### config.mk
export PLATFORM = sky130hd
export DESIGN_NAME = dcache_flat
export DESIGN_NICKNAME = d
export VERILOG_FILES = /design/src/rtl/dcache_if.sv /design/src/rtl/dcache.sv /design/src/flat_wrapper.sv
export SDC_FILE = /design/constraint.sdc
export NUM_CORES = 1
export LEC_CHECK = 0
export CAP_MARGIN = 40
export CORE_ASPECT_RATIO = 0.5
export CORE_UTILIZATION = 50
export CTS_CLUSTER_SIZE = 12
export DETAILED_ROUTE_END_ITERATION = 10
export PLACE_DENSITY_LB_ADDON = 0.05
export SLEW_MARGIN = 20
export SYNTH_ARGS = -nofsm -noshare
export SYNTH_HDL_FRONTEND = slang
export SYNTH_SLANG_ARGS = --single-unit
### constraint.sdc
create_clock -name clk -period 2.5 [get_ports clk]
set_input_delay 0.75 -clock clk [delete_from_list [all_inputs] [get_ports clk]]
set_output_delay 0.75 -clock clk [all_outputs]
set_load 0.01 [all_outputs]
### src/rtl/dcache_if.sv
// Load/invalidate/memory-port bundle between the load/store buffer,
// the byte-wide memory arbiter and the data cache.
// slave  : cache side.
// master : requester / arbiter side.
`ifndef INST_OPT_TP
`define INST_OPT_TP logic [2:0]
`endif

interface dcache_if;
  logic              rd_ena;
  logic [31:0]       rd_addr;
  `INST_OPT_TP       rd_opt;
  logic              rd_hit;
  logic [31:0]       rd_hit_dat;
  logic              inv_ena;
  logic [31:0]       inv_addr;
  logic              mem_req;
  logic              mem_gnt;
  logic [31:0]       mem_a;
  logic [7:0]        mem_din;

  modport slave (
    input  rd_ena, rd_addr, rd_opt, inv_ena, inv_addr, mem_gnt, mem_din,
    output rd_hit, rd_hit_dat, mem_req, mem_a
  );

  modport master (
    output rd_ena, rd_addr, rd_opt, inv_ena, inv_addr, mem_gnt, mem_din,
    input  rd_hit, rd_hit_dat, mem_req, mem_a
  );
endinterface

### src/rtl/dcache.sv
// Direct-mapped, one-word-per-line load cache refilled over a byte-wide
// memory port. Build option DCACHE_STORAGE_EN: when defined, tag/data/valid
// arrays and the hit path exist; when undefined every load refills from
// memory with identical timing and invalidates are ignored.
`ifndef INST_OPT_TP
`define INST_OPT_TP logic [2:0]
`endif

module dcache #(
  parameter int DC_IDX_BIT = 6
) (
  input  logic     clk,
  input  logic     rst,
  input  logic     i_rdy,
  input  logic     i_rb,
  dcache_if.slave  bus
);
  localparam logic [2:0] OPT_LB  = 3'd0;
  localparam logic [2:0] OPT_LH  = 3'd1;
  localparam logic [2:0] OPT_LBU = 3'd4;
  localparam logic [2:0] OPT_LHU = 3'd5;

  typedef enum logic [1:0] {S_IDLE, S_REFILL, S_RESP, S_COOL} state_t;

  state_t      r_state, w_state_next;
  logic [31:0] r_addr;
  `INST_OPT_TP r_opt;
  logic [31:0] r_line;
  logic [31:0] r_mem_a;
  logic [2:0]  r_iss_cnt;   // addresses granted so far (0..4)
  logic [2:0]  r_cap_cnt;   // bytes captured so far (0..4)
  logic        r_pend;      // a byte is due on mem_din this cycle
  logic        r_hit;
  logic [31:0] r_hit_dat;
  logic        w_accept;
  logic        w_lookup_hit;
  logic [31:0] w_lookup_dat;

  // Select and extend the addressed byte/half/word from a full line.
  function automatic logic [31:0] extract(input logic [31:0] word,
                                          input logic [1:0] off,
                                          input logic [2:0] opt);
    logic [7:0]  b;
    logic [15:0] h;
    b = word[{off, 3'b000} +: 8];
    h = off[1] ? word[31:16] : word[15:0];
    case (opt)
      OPT_LB:  extract = {{24{b[7]}}, b};
      OPT_LBU: extract = {24'd0, b};
      OPT_LH:  extract = {{16{h[15]}}, h};
      OPT_LHU: extract = {16'd0, h};
      default: extract = word;
    endcase
  endfunction

  assign w_accept = (r_state == S_IDLE) && bus.rd_ena && !i_rb;

`ifdef DCACHE_STORAGE_EN
  localparam int TAG_W = 30 - DC_IDX_BIT;
  localparam int LINES = 2 ** DC_IDX_BIT;

  logic [TAG_W-1:0]      r_tag  [LINES];
  logic [31:0]           r_data [LINES];
  logic [LINES-1:0]      r_valid;
  logic                  r_inv_hit;  // in-flight line was invalidated
  logic [DC_IDX_BIT-1:0] w_rd_idx, w_inv_idx, w_ins_idx;
  logic                  w_inv_clr, w_inv_req, w_install;
  logic [1:0]            w_unused_inv;

  assign w_rd_idx  = bus.rd_addr[DC_IDX_BIT+1:2];
  assign w_inv_idx = bus.inv_addr[DC_IDX_BIT+1:2];
  assign w_ins_idx = r_addr[DC_IDX_BIT+1:2];
  // Lookup reads current contents, so a same-cycle invalidate is not seen.
  assign w_lookup_hit = r_valid[w_rd_idx] &&
                        (r_tag[w_rd_idx] == bus.rd_addr[31:DC_IDX_BIT+2]);
  assign w_lookup_dat = r_data[w_rd_idx];
  assign w_inv_clr = bus.inv_ena &&
                     (r_tag[w_inv_idx] == bus.inv_addr[31:DC_IDX_BIT+2]);
  assign w_inv_req = bus.inv_ena && (bus.inv_addr[31:2] == r_addr[31:2]);
  // I/O space (addr[17:16]==3) is never installed.
  assign w_install = (r_state == S_RESP) && !i_rb && !r_inv_hit &&
                     !w_inv_req && (r_addr[17:16] != 2'b11);
  assign w_unused_inv = bus.inv_addr[1:0];

  // Valid bits: invalidate first, install last so a new line wins its slot.
  always_ff @(posedge clk) begin
    if (rst) begin
      r_valid <= '0;
    end else if (i_rdy) begin
      if (w_inv_clr) r_valid[w_inv_idx] <= 1'b0;
      if (w_install) r_valid[w_ins_idx] <= 1'b1;
    end
  end

  // Tag/data arrays, written only on line install.
  always_ff @(posedge clk) begin
    if (i_rdy && w_install) begin
      r_tag[w_ins_idx]  <= r_addr[31:DC_IDX_BIT+2];
      r_data[w_ins_idx] <= r_line;
    end
  end

  // Remember an invalidate aimed at the word currently being fetched.
  always_ff @(posedge clk) begin
    if (rst) begin
      r_inv_hit <= 1'b0;
    end else if (i_rdy) begin
      if (w_accept)
        r_inv_hit <= bus.inv_ena && (bus.inv_addr[31:2] == bus.rd_addr[31:2]);
      else if (w_inv_req)
        r_inv_hit <= 1'b1;
    end
  end
`else
  logic                  w_unused_inv;
  logic [DC_IDX_BIT-1:0] w_unused_idx;

  assign w_lookup_hit = 1'b0;
  assign w_lookup_dat = '0;
  assign w_unused_idx = bus.inv_addr[DC_IDX_BIT+1:2];
  assign w_unused_inv = ^{bus.inv_ena, bus.inv_addr, r_addr[31:2]};
`endif

  // State register.
  always_ff @(posedge clk) begin
    if (rst)        r_state <= S_IDLE;
    else if (i_rdy) r_state <= w_state_next;
  end

  // Next-state logic; rollback always returns to IDLE.
  always_comb begin
    w_state_next = r_state;
    case (r_state)
      S_IDLE:   if (bus.rd_ena) w_state_next = w_lookup_hit ? S_COOL : S_REFILL;
      S_REFILL: if (r_pend && (r_cap_cnt == 3'd3)) w_state_next = S_RESP;
      S_RESP:   w_state_next = S_COOL;
      S_COOL:   w_state_next = S_IDLE;
      default:  w_state_next = S_IDLE;
    endcase
    if (i_rb) w_state_next = S_IDLE;
  end

  // Request latch, byte fetch sequencing, line assembly and response.
  always_ff @(posedge clk) begin
    if (rst) begin
      r_addr    <= '0;
      r_opt     <= '0;
      r_line    <= '0;
      r_mem_a   <= '0;
      r_iss_cnt <= '0;
      r_cap_cnt <= '0;
      r_pend    <= 1'b0;
      r_hit     <= 1'b0;
      r_hit_dat <= '0;
    end else if (i_rdy) begin
      r_hit <= 1'b0;
      if (i_rb) begin
        r_pend    <= 1'b0;
        r_iss_cnt <= '0;
        r_cap_cnt <= '0;
      end else begin
        case (r_state)
          S_IDLE: begin
            if (w_accept) begin
              r_addr    <= bus.rd_addr;
              r_opt     <= bus.rd_opt;
              r_mem_a   <= {bus.rd_addr[31:2], 2'b00};
              r_iss_cnt <= '0;
              r_cap_cnt <= '0;
              r_pend    <= 1'b0;
              if (w_lookup_hit) begin
                r_hit     <= 1'b1;
                r_hit_dat <= extract(w_lookup_dat, bus.rd_addr[1:0], bus.rd_opt);
              end
            end
          end
          S_REFILL: begin
            r_pend <= bus.mem_gnt && (r_iss_cnt != 3'd4);
            if (bus.mem_gnt && (r_iss_cnt != 3'd4)) begin
              r_iss_cnt <= r_iss_cnt + 3'd1;
              if (r_iss_cnt != 3'd3) r_mem_a <= r_mem_a + 32'd1;
            end
            if (r_pend) begin
              r_line[{r_cap_cnt[1:0], 3'b000} +: 8] <= bus.mem_din;
              r_cap_cnt <= r_cap_cnt + 3'd1;
            end
          end
          S_RESP: begin
            r_hit     <= 1'b1;
            r_hit_dat <= extract(r_line, r_addr[1:0], r_opt);
          end
          default: ;
        endcase
      end
    end
  end

  assign bus.rd_hit     = r_hit;
  assign bus.rd_hit_dat = r_hit_dat;
  assign bus.mem_req    = (r_state == S_REFILL);
  assign bus.mem_a      = r_mem_a;
endmodule
### src/flat_wrapper.sv
// flat-port wrapper written by rule: the top's interface ports become plain ports
module dcache_flat 
#(
  parameter int DC_IDX_BIT = 6
)
  (clk, rst, i_rdy, i_rb, bus_rd_ena, bus_rd_addr, bus_rd_opt, bus_inv_ena, bus_inv_addr, bus_mem_gnt, bus_mem_din, bus_rd_hit, bus_rd_hit_dat, bus_mem_req, bus_mem_a);
  dcache_if bus_i ();
  input  logic clk;
  input  logic rst;
  input  logic i_rdy;
  input  logic i_rb;
  input wire logic [$bits(bus_i.rd_ena)-1:0] bus_rd_ena;
  input wire logic [$bits(bus_i.rd_addr)-1:0] bus_rd_addr;
  input wire logic [$bits(bus_i.rd_opt)-1:0] bus_rd_opt;
  input wire logic [$bits(bus_i.inv_ena)-1:0] bus_inv_ena;
  input wire logic [$bits(bus_i.inv_addr)-1:0] bus_inv_addr;
  input wire logic [$bits(bus_i.mem_gnt)-1:0] bus_mem_gnt;
  input wire logic [$bits(bus_i.mem_din)-1:0] bus_mem_din;
  output wire logic [$bits(bus_i.rd_hit)-1:0] bus_rd_hit;
  output wire logic [$bits(bus_i.rd_hit_dat)-1:0] bus_rd_hit_dat;
  output wire logic [$bits(bus_i.mem_req)-1:0] bus_mem_req;
  output wire logic [$bits(bus_i.mem_a)-1:0] bus_mem_a;
  assign bus_i.rd_ena = bus_rd_ena;
  assign bus_i.rd_addr = bus_rd_addr;
  assign bus_i.rd_opt = bus_rd_opt;
  assign bus_i.inv_ena = bus_inv_ena;
  assign bus_i.inv_addr = bus_inv_addr;
  assign bus_i.mem_gnt = bus_mem_gnt;
  assign bus_i.mem_din = bus_mem_din;
  assign bus_rd_hit = bus_i.rd_hit;
  assign bus_rd_hit_dat = bus_i.rd_hit_dat;
  assign bus_mem_req = bus_i.mem_req;
  assign bus_mem_a = bus_i.mem_a;
  dcache #(.DC_IDX_BIT(DC_IDX_BIT)) u_core (.clk(clk), .rst(rst), .i_rdy(i_rdy), .i_rb(i_rb), .bus(bus_i));
endmodule
==> results.md, run 1 <==
Clocking:
- The post-CTS setup-driven buffer insertion count is 0.
- The buffer depth of the longest clock path is 2.
- The clock transition at the register clock pins on the worst setup and hold paths after CTS is about 0.080 ns.
- The TritonCTS clock tree is yes.
- The number of gates resized after cts is 0.
- The master cell of the clock root buffer is sky130_fd_sc_hd__clkbuf_16.
- The number of clock buffers inserted by TritonCTS is 9.
- The tree built by TritonCTS fans out to between 100 and 150 sinks.
- The clock insertion delay at the later pin of the skew report is roughly 0.36 ns.
- After clock tree synthesis, the flow added hold-fix buffers numbering 0.
- The H-tree generated during clock tree synthesis spans 3 levels.

Global route:
- Entering global routing, the biggest net connects 74 pins.
- The number of antenna violations at the first check in global routing is 0.
- The via count of the first global-routing pass came to 5237.
- The total routing resource utilization after global routing is approximately 28%.
- The first global-routing pass estimated about 27 mm of wire.
- Summed over all layers, the global routing overflow is 0.

Floorplan:
- The die outline area is between 0.01 and 0.015 mm^2.
- The placement row count is 27.
- In this run the horizontal extent of the chip is approximately 150 um.
- The chip height is 78.0 um.
- The core region is about 0.011 mm^2.
- The number of ports placed on the die boundary is roughly 150.
- The initial utilization of the core area, before any placement, comes to between 50 and 60%.

Timing:
- The relative slew slack is a little over half.
- The fmax is around 420 MHz.
- The final period utilization is 94.5%.
- Subtracting the final worst setup slack from the clock period gives approximately 2.4 ns.
- Setup slack on the critical path of the routed design comes to 0.137 ns.
- The summed negative setup slack over all endpoints is 0 ns.
- The final-report hold violation count is 0.
- Hold is met by 0.456 ns.
- The setup violation total in the final timing report is 0.
- The final count of pins violating max slew is 0.
- The slew at the pin closest to its max-slew limit is about 0.71 ns.
- Clock skew on the completed layout was measured at between 0.01 and 0.015 ns.
- Setup repair after global routing left no endpoint under its margin.

Power and ir drop:
- The total power is 3.64 mW.
- The power density of the placed cells is ~480 mW/mm^2.
- The worst-case vdd ir drop is ~370 uV.
- Summed over all cells, the static leakage comes to about 2.5 nW.

Layout:
- The filler cell count in the final layout is approximately 990.
- The fraction of final layout cells with drive strength greater than 1 is 9.18%.
- The area growth from synthesis to layout is 30.2%.
- The post-route cell area is 0.00752 mm^2.
- The number of diodes is 0.
- The number of nets in the final layout is 963.
- The final core utilization is 67.7%.
- After the flow finishes, the layout carries non-filler instances totaling a little over 1000.

Yosys:
- Counting distinct cell types in the post-synthesis netlist gives between 60 and 70.
- The number of instances in the synthesized netlist is between 700 and 800.
- For this run, the number of Yosys warnings is 0.
- Sequential cells were found to cover 38.5% of the synthesized design area.
- The average footprint of a synthesized cell is between 7 and 8 um^2.
- The number of enable flip-flop cells after synthesis is 0.
- The number of nets produced by synthesis is about 840.
- The cell area that synthesis handed to floorplanning was between 0.005 and 0.006 mm^2.
- The most used flip-flop cell after synthesis is sky130_fd_sc_hd__dfxtp_1.
- In the synthesized netlist the async set-or-reset flop fraction comes to 0%.
- The count of state elements after synthesis is roughly 110.

Drt:
- In this run, the number of DRC markers left after iteration 0 of detailed routing was a little under 500.
- Dividing the detail-routed via count by the number of cells gives 5.90.
- The average wire per cell in the routed design is about 16 um.
- The pre-antenna-repair detailed-routing pass consisted of 5 iterations.
- Summed over all layers, the routed wires come to 16.3 mm.
- The number of antenna-violating nets in the routed design is 0.
- For this run, design rule violations remaining after detail routing come to 0.
- The via count is roughly 6000.

Setup path:
- The highest cell delay on the worst timing path is between 0.5 and 0.6 ns.
- The cell with the biggest individual delay on the critical path is sky130_fd_sc_hd__clkdlybuf4s50_1.
- The critical path required time is approximately 1.8 ns.
- The peak fanout along the critical path is 10.
- The type of origin of the critical path is a register.
- The critical path goes through inv_1 -> ha_2 -> clkdlybuf4s50_1.
- The worst setup path is captured at a primary output.
- The critical path in this run is classified as register to primary output.
- Data arrives at the worst endpoint at ~1.6 ns.

Placement:
- The number of placed instances, taps included, is 1001.
- Routability-driven placement finished with a final weighted congestion of approximately 0.86.
- The worst slack at placement is -0.107 ns.
- The half-perimeter wire length of the detailed placement result is between 10 and 15 mm.
- The number of I/O port buffers is approximately 110.
- Once placement finished, the instance area stood at about 0.0072 mm^2.

Status:
- The run finished with clean final reports.

Min path:
- The tightest min-delay check is of the register to register type.

Job:
- The tool flagged a number of max-cap violations equal to 0.
==> state kept, by name, summed over array words and instances, names as in the netlist <==
name / cells
u_core.bus.mem_a: 32
u_core.bus.rd_hit: 1
u_core.bus.rd_hit_dat: 32
u_core.r_addr: 2
u_core.r_cap_cnt: 3
u_core.r_iss_cnt: 3
u_core.r_line: 32
u_core.r_opt: 3
u_core.r_pend: 1
u_core.r_state: 2
==> cells in the mapped netlist, drive strengths merged (2+ instances only) <==
cell	number	area, um^2
and3	6	38.8
o31ai	3	22.5
a32oi	2	17.5
nor2	59	221
a21boi	4	30.0
o21a	3	22.5
o32ai	3	26.3
or4	5	37.5
nand2	110	413
buf	11	58.8
mux2	9	101
nor3	23	115
and2	11	68.8
o21ai	33	165
o211ai	3	22.5
nor4	5	31.3
dfxtp	111	2220
a211oi	21	158
a22oi	3	22.5
nand3b	10	75.1
nand4b	2	17.5
nor2b	8	50.1
a31oi	15	93.8
nand3	58	303
o311ai	2	17.5
a21oi	78	390
ha	14	175
clkbuf	40	184
a41oi	3	33.8
a21o	5	38.8
nand2b	7	43.8
o2bb2ai	4	35.0
and4	3	26.3
or3	3	18.8
nand4	15	100
o221ai	8	70.1
nor3b	4	30.0
inv	19	71.3
o22ai	4	25.0
mux2i	6	60.1
==> power breakdown <==
group	switching (mW)	total, mW	leakage [nW]	internal [mW]
logic	0.193	0.390	1.49	0.197
clock network	0.725	1.43	0.142	0.701
registers	0.0367	1.83	0.896	1.79
==> critical path: cells and delay by family (launching register included) <==
family	cells	cell delay [ns]
fa+ha+maj	1	0.29
flops	1	0.33
buf+inv	2	0.65
==> cells in the final DEF, fill, tap and decap left out, types with 6 or more instances in the layout <==
cell,n
sky130_fd_sc_hd__o21ai_0,32
sky130_fd_sc_hd__a21oi_1,78
sky130_fd_sc_hd__a211oi_1,21
sky130_fd_sc_hd__nand2b_1,7
sky130_fd_sc_hd__nand3b_1,10
sky130_fd_sc_hd__mux2_2,9
sky130_fd_sc_hd__a31oi_1,15
sky130_fd_sc_hd__nor2_1,59
sky130_fd_sc_hd__ha_1,13
sky130_fd_sc_hd__buf_4,46
sky130_fd_sc_hd__clkbuf_16,9
sky130_fd_sc_hd__nand4_1,14
sky130_fd_sc_hd__nor3_1,23
sky130_fd_sc_hd__mux2i_1,6
sky130_fd_sc_hd__o221ai_1,8
sky130_fd_sc_hd__inv_1,19
sky130_fd_sc_hd__dfxtp_1,111
sky130_fd_sc_hd__and2_1,10
sky130_fd_sc_hd__nand2_1,110
sky130_fd_sc_hd__clkdlybuf4s50_1,113
sky130_fd_sc_hd__nand3_1,57
sky130_fd_sc_hd__nor2b_1,8
==> path summary, 6_finish.rpt <==
check	from	to	slack [ns]	depth (start not counted)
worst max-delay path	u_core.r_state[1]$_SDFFE_PP0P_	bus_mem_req	0.14	3
worst min-delay path	u_core.bus.rd_hit_dat[0]$_SDFFE_PP0P_	u_core.bus.rd_hit_dat[0]$_SDFFE_PP0P_	0.46	2
worst max register to register	u_core.bus.mem_a[9]$_SDFFE_PP0P_	u_core.bus.mem_a[30]$_SDFFE_PP0P_	0.34	5
worst min register to register	u_core.bus.rd_hit_dat[0]$_SDFFE_PP0P_	u_core.bus.rd_hit_dat[0]$_SDFFE_PP0P_	0.46	2
==> cell families (layout without fill, tap and decap cells) <==
kind of cell	after synthesis	count (layout)	synth area share (%)
compound gates	201	201	21.7
fa+ha+maj	14	14	3.03
buf+inv	71	196	5.50
flops	111	111	38.5
mux	16	16	3.18
simple gates	333	333	28.1
==> area by class of cell <==
cell class | instances | area [um^2] | area share, %
Sequential cell | 111 | 2220 | 29.5
Inverter | 20 | 75.1 | 0.998
Multi-Input combinational cell | 564 | 3240 | 43.1
Clock inverter | 6 | 62.6 | 0.832
Tap cell | 145 | 181 | 2.41
Timing Repair Buffer | 161 | 1520 | 20.2
Clock buffer | 9 | 225 | 2.99
==> layer usage <==
metal	routed length [um]	global-route usage, %
met1	7410	37.2
met2	7630	46.4
met3	1060	4.97
met4	181	6.80
met5	0	0
(Power assumes the default switching activity.)
==> run 2, diff against run 1 <==
- CORE_MARGIN: unset -> 2
- CORE_UTILIZATION: 50 -> 30
- GPL_ROUTABILITY_DRIVEN: unset -> 0
==> results.md, run 2 (same netlist as run 1, synthesis figures left out) <==
Status:
- Status: finished, final reports clean (unchanged).

Placement:
- The cell count after placement is 1118 (was 1001).
- The worst slack at placement is -0.176 ns (was -0.107 ns).
- The cell area after placement is 0.00741 mm^2 (was 0.00723 mm^2).
- The half-perimeter wire length of the detailed placement result is 13.4 mm (was 11.3 mm).
- The number of I/O port buffers came to 114 (unchanged).

Drt:
- The total wire length after detailed routing is 19.1 mm (was 16.3 mm).
- The average via count per standard cell was 5.23 (was 5.90).
- The average wire per cell in the routed design was 16.9 um (was 16.0 um).
- The number of antenna-violating nets in the routed design is 0 (unchanged).
- The via count was 5930 (was 5995).
- The residual DRC count is 0 (unchanged).
- The detailed-router iteration count before antenna repair was 5 (unchanged).
- The number of design-rule violations left by the first detailed-router iteration is 273 (was 492).

Layout:
- The number of diodes came to 0 (unchanged).
- The layout overhead on the synthesized area came to 33.4% (was 30.2%).
- Commonest cells after routing, fill and taps aside: 113 x sky130_fd_sc_hd__clkdlybuf4s50_1, 111 x sky130_fd_sc_hd__dfxtp_1, 110 x sky130_fd_sc_hd__nand2_1 (unchanged).
- The filler cell count in the final layout is 1947 (was 988).
- The sequential cell area is 0.00222 mm^2 (unchanged).
- The most frequent standard cell in the layout excluding fill and tap cells is sky130_fd_sc_hd__clkdlybuf4s50_1 (unchanged).
- The number of nets in the final layout is 966 (was 963).
- The post-route cell area was 0.00771 mm^2 (was 0.00752 mm^2).
- The area of combinational cells with multiple inputs is 0.00324 mm^2 (unchanged).
- The fraction of final layout cells with drive strength greater than 1 is 9.38% (was 9.18%).
- The number of cells in the finished layout apart from fillers was 1133 (was 1016).

Timing:
- The summed negative setup slack over all endpoints is 0 ns (unchanged).
- The clock tree skew after final layout is 0.00571 ns (was 0.0117 ns).
- The final-report hold violation count is 0 (unchanged).
- The smallest hold slack is 0.458 ns (was 0.456 ns).
- The clock period minus final worst setup slack is 2.42 ns (was 2.36 ns).
- The final period utilization came to 96.8% (was 94.5%).
- The slew at the pin closest to its max-slew limit came to 0.721 ns (was 0.711 ns).
- The final worst-path setup slack is 0.0791 ns (was 0.137 ns).
- The final count of pins violating max slew is 0 (unchanged).
- The fmax is 413 MHz (was 423 MHz).
- The relative slew slack was 51.6% (was 52.5%).
- The setup violation total in the final timing report is 0 (unchanged).
- Unrepaired setup endpoints after global routing: no (unchanged).

Clocking:
- The number of gates resized after cts is 0 (unchanged).
- The number of H-tree levels is 3 (unchanged).
- The quantity of hold-fixing buffers added after cts is 0 (unchanged).
- The TritonCTS clock tree was yes (unchanged).
- The clock transition at the register clock pins on the worst setup and hold paths after CTS is 0.08 ns (about the same).
- The clock insertion delay at the later pin of the skew report is 0.36 ns (about the same).
- The number of clock buffers inserted by TritonCTS is 9 (unchanged).
- The buffer depth of the longest clock path came to 2 (unchanged).
- The number of sinks on the clock net is 111 (unchanged).
- The master cell of the clock root buffer is sky130_fd_sc_hd__clkbuf_16 (unchanged).
- The post-CTS setup-driven buffer insertion count was 0 (unchanged).

Floorplan:
- The die outline area is 0.0204 mm^2 (was 0.0120 mm^2).
- The area inside the core boundary came to 0.0186 mm^2 (was 0.0111 mm^2).
- The width of the die is 200 um (was 154 um).
- The number of ports placed on the die boundary is 148 (unchanged).
- The chip height is 102 um (was 78.0 um).
- The initial core utilization is 31.0% (was 52.0%).
- The placement row count was 35 (was 27).

Setup path:
- The kind of critical path is register to primary output (unchanged).
- The signal arrival time at the worst endpoint came to 1.67 ns (was 1.61 ns).
- The critical path required time was 1.75 ns (about the same).
- The type of origin of the critical path is a register (unchanged).
- Critical Path, Cell by Cell: inv_1 -> ha_2 -> clkdlybuf4s50_1 (unchanged).
- The cell with the biggest individual delay on the critical path is sky130_fd_sc_hd__clkdlybuf4s50_1 (unchanged).
- The peak fanout along the critical path came to 11 (was 10).
- The highest cell delay on the worst timing path came to 0.58 ns (was 0.57 ns).
- The kind of end point of the critical path is a primary output (unchanged).

Power and ir drop:
- The worst-case vdd ir drop came to 332 uV (was 370 uV).
- The power density of the placed cells is 487 mW/mm^2 (was 485 mW/mm^2).
- The standby leakage power is 2.55 nW (was 2.53 nW).

Min path:
- The path type of the worst min-delay path is register to register (unchanged).

Job:
- The number of max-capacitance violations reported is 0 (unchanged).

Global route:
- The total routing resource utilization after global routing is 18.8% (was 27.8%).
- The total congestion overflow after global routing is 0 (unchanged).
- The via count of the first global-routing pass is 5648 (was 5237).
- The pin count of the biggest net entering global routing came to 62 (was 74).
- The wire length of the first global-routing pass is 30.7 mm (was 26.7 mm).
- The number of antenna violations at the first check in global routing is 0 (unchanged).
==> run 2: where the power goes <==
| group | leakage [nW] | switching, mW | internal, mW |
|---|---|---|---|
| logic | 1.51 | 0.203 | 0.199 |
| clock network | 0.144 | 0.729 | 0.786 |
| registers | 0.896 | 0.0404 | 1.79 |
| total | 2.55 | 0.972 | 2.78 |
==> run 2: area by class of cell <==
type | instances | share of cell area (%)
sequential | 111 | 28.8
clock buffer | 10 | 2.97
inverter | 20 | 0.974
timing repair buffer | 164 | 20.1
multi-input combinational | 564 | 42.0
tap | 259 | 4.21
clock inverter | 5 | 0.844
==> run 2: stage by stage <==
| step | utilization, % | power, mW |
|---|---|---|
| 3_3_place_gp | 39.8 | 2.28 |
| 4_1_cts | 41.4 | 3.79 |
| 6_report | 41.4 | 3.75 |
| 5_1_grt | 41.4 | 3.91 |
| 2_1_floorplan | - | 2.05 |
| 3_5_place_dp | 39.8 | 2.28 |
==> run 2: worst max-delay path: cells and delay by family (launching register included) <==
kind,cells,cell delay [ns]
buffers and inverters,2,0.66
adders and majority gates,1,0.32
DFF,1,0.33
==> run 2: final timing paths <==
check,from,endpoint,slack (ns),cells past startpoint
min reg2reg,u_core.bus.rd_hit_dat[1]$_SDFFE_PP0P_,u_core.bus.rd_hit_dat[1]$_SDFFE_PP0P_,0.46,2
min,u_core.bus.rd_hit_dat[1]$_SDFFE_PP0P_,u_core.bus.rd_hit_dat[1]$_SDFFE_PP0P_,0.46,2
max,u_core.r_state[1]$_SDFFE_PP0P_,bus_mem_req,0.08,3
max reg2reg,u_core.bus.mem_a[0]$_SDFFE_PP0P_,u_core.bus.mem_a[26]$_SDFFE_PP0P_,0.26,7
==> run 2: routing by layer <==
layer,GRT usage (%),wire (um),up-vias
met5,0,0,-
met4,3.44,163,0
met3,3.76,827,13
met2,31.8,8840,129
met1,25.4,9310,2841
li1,-,-,2947
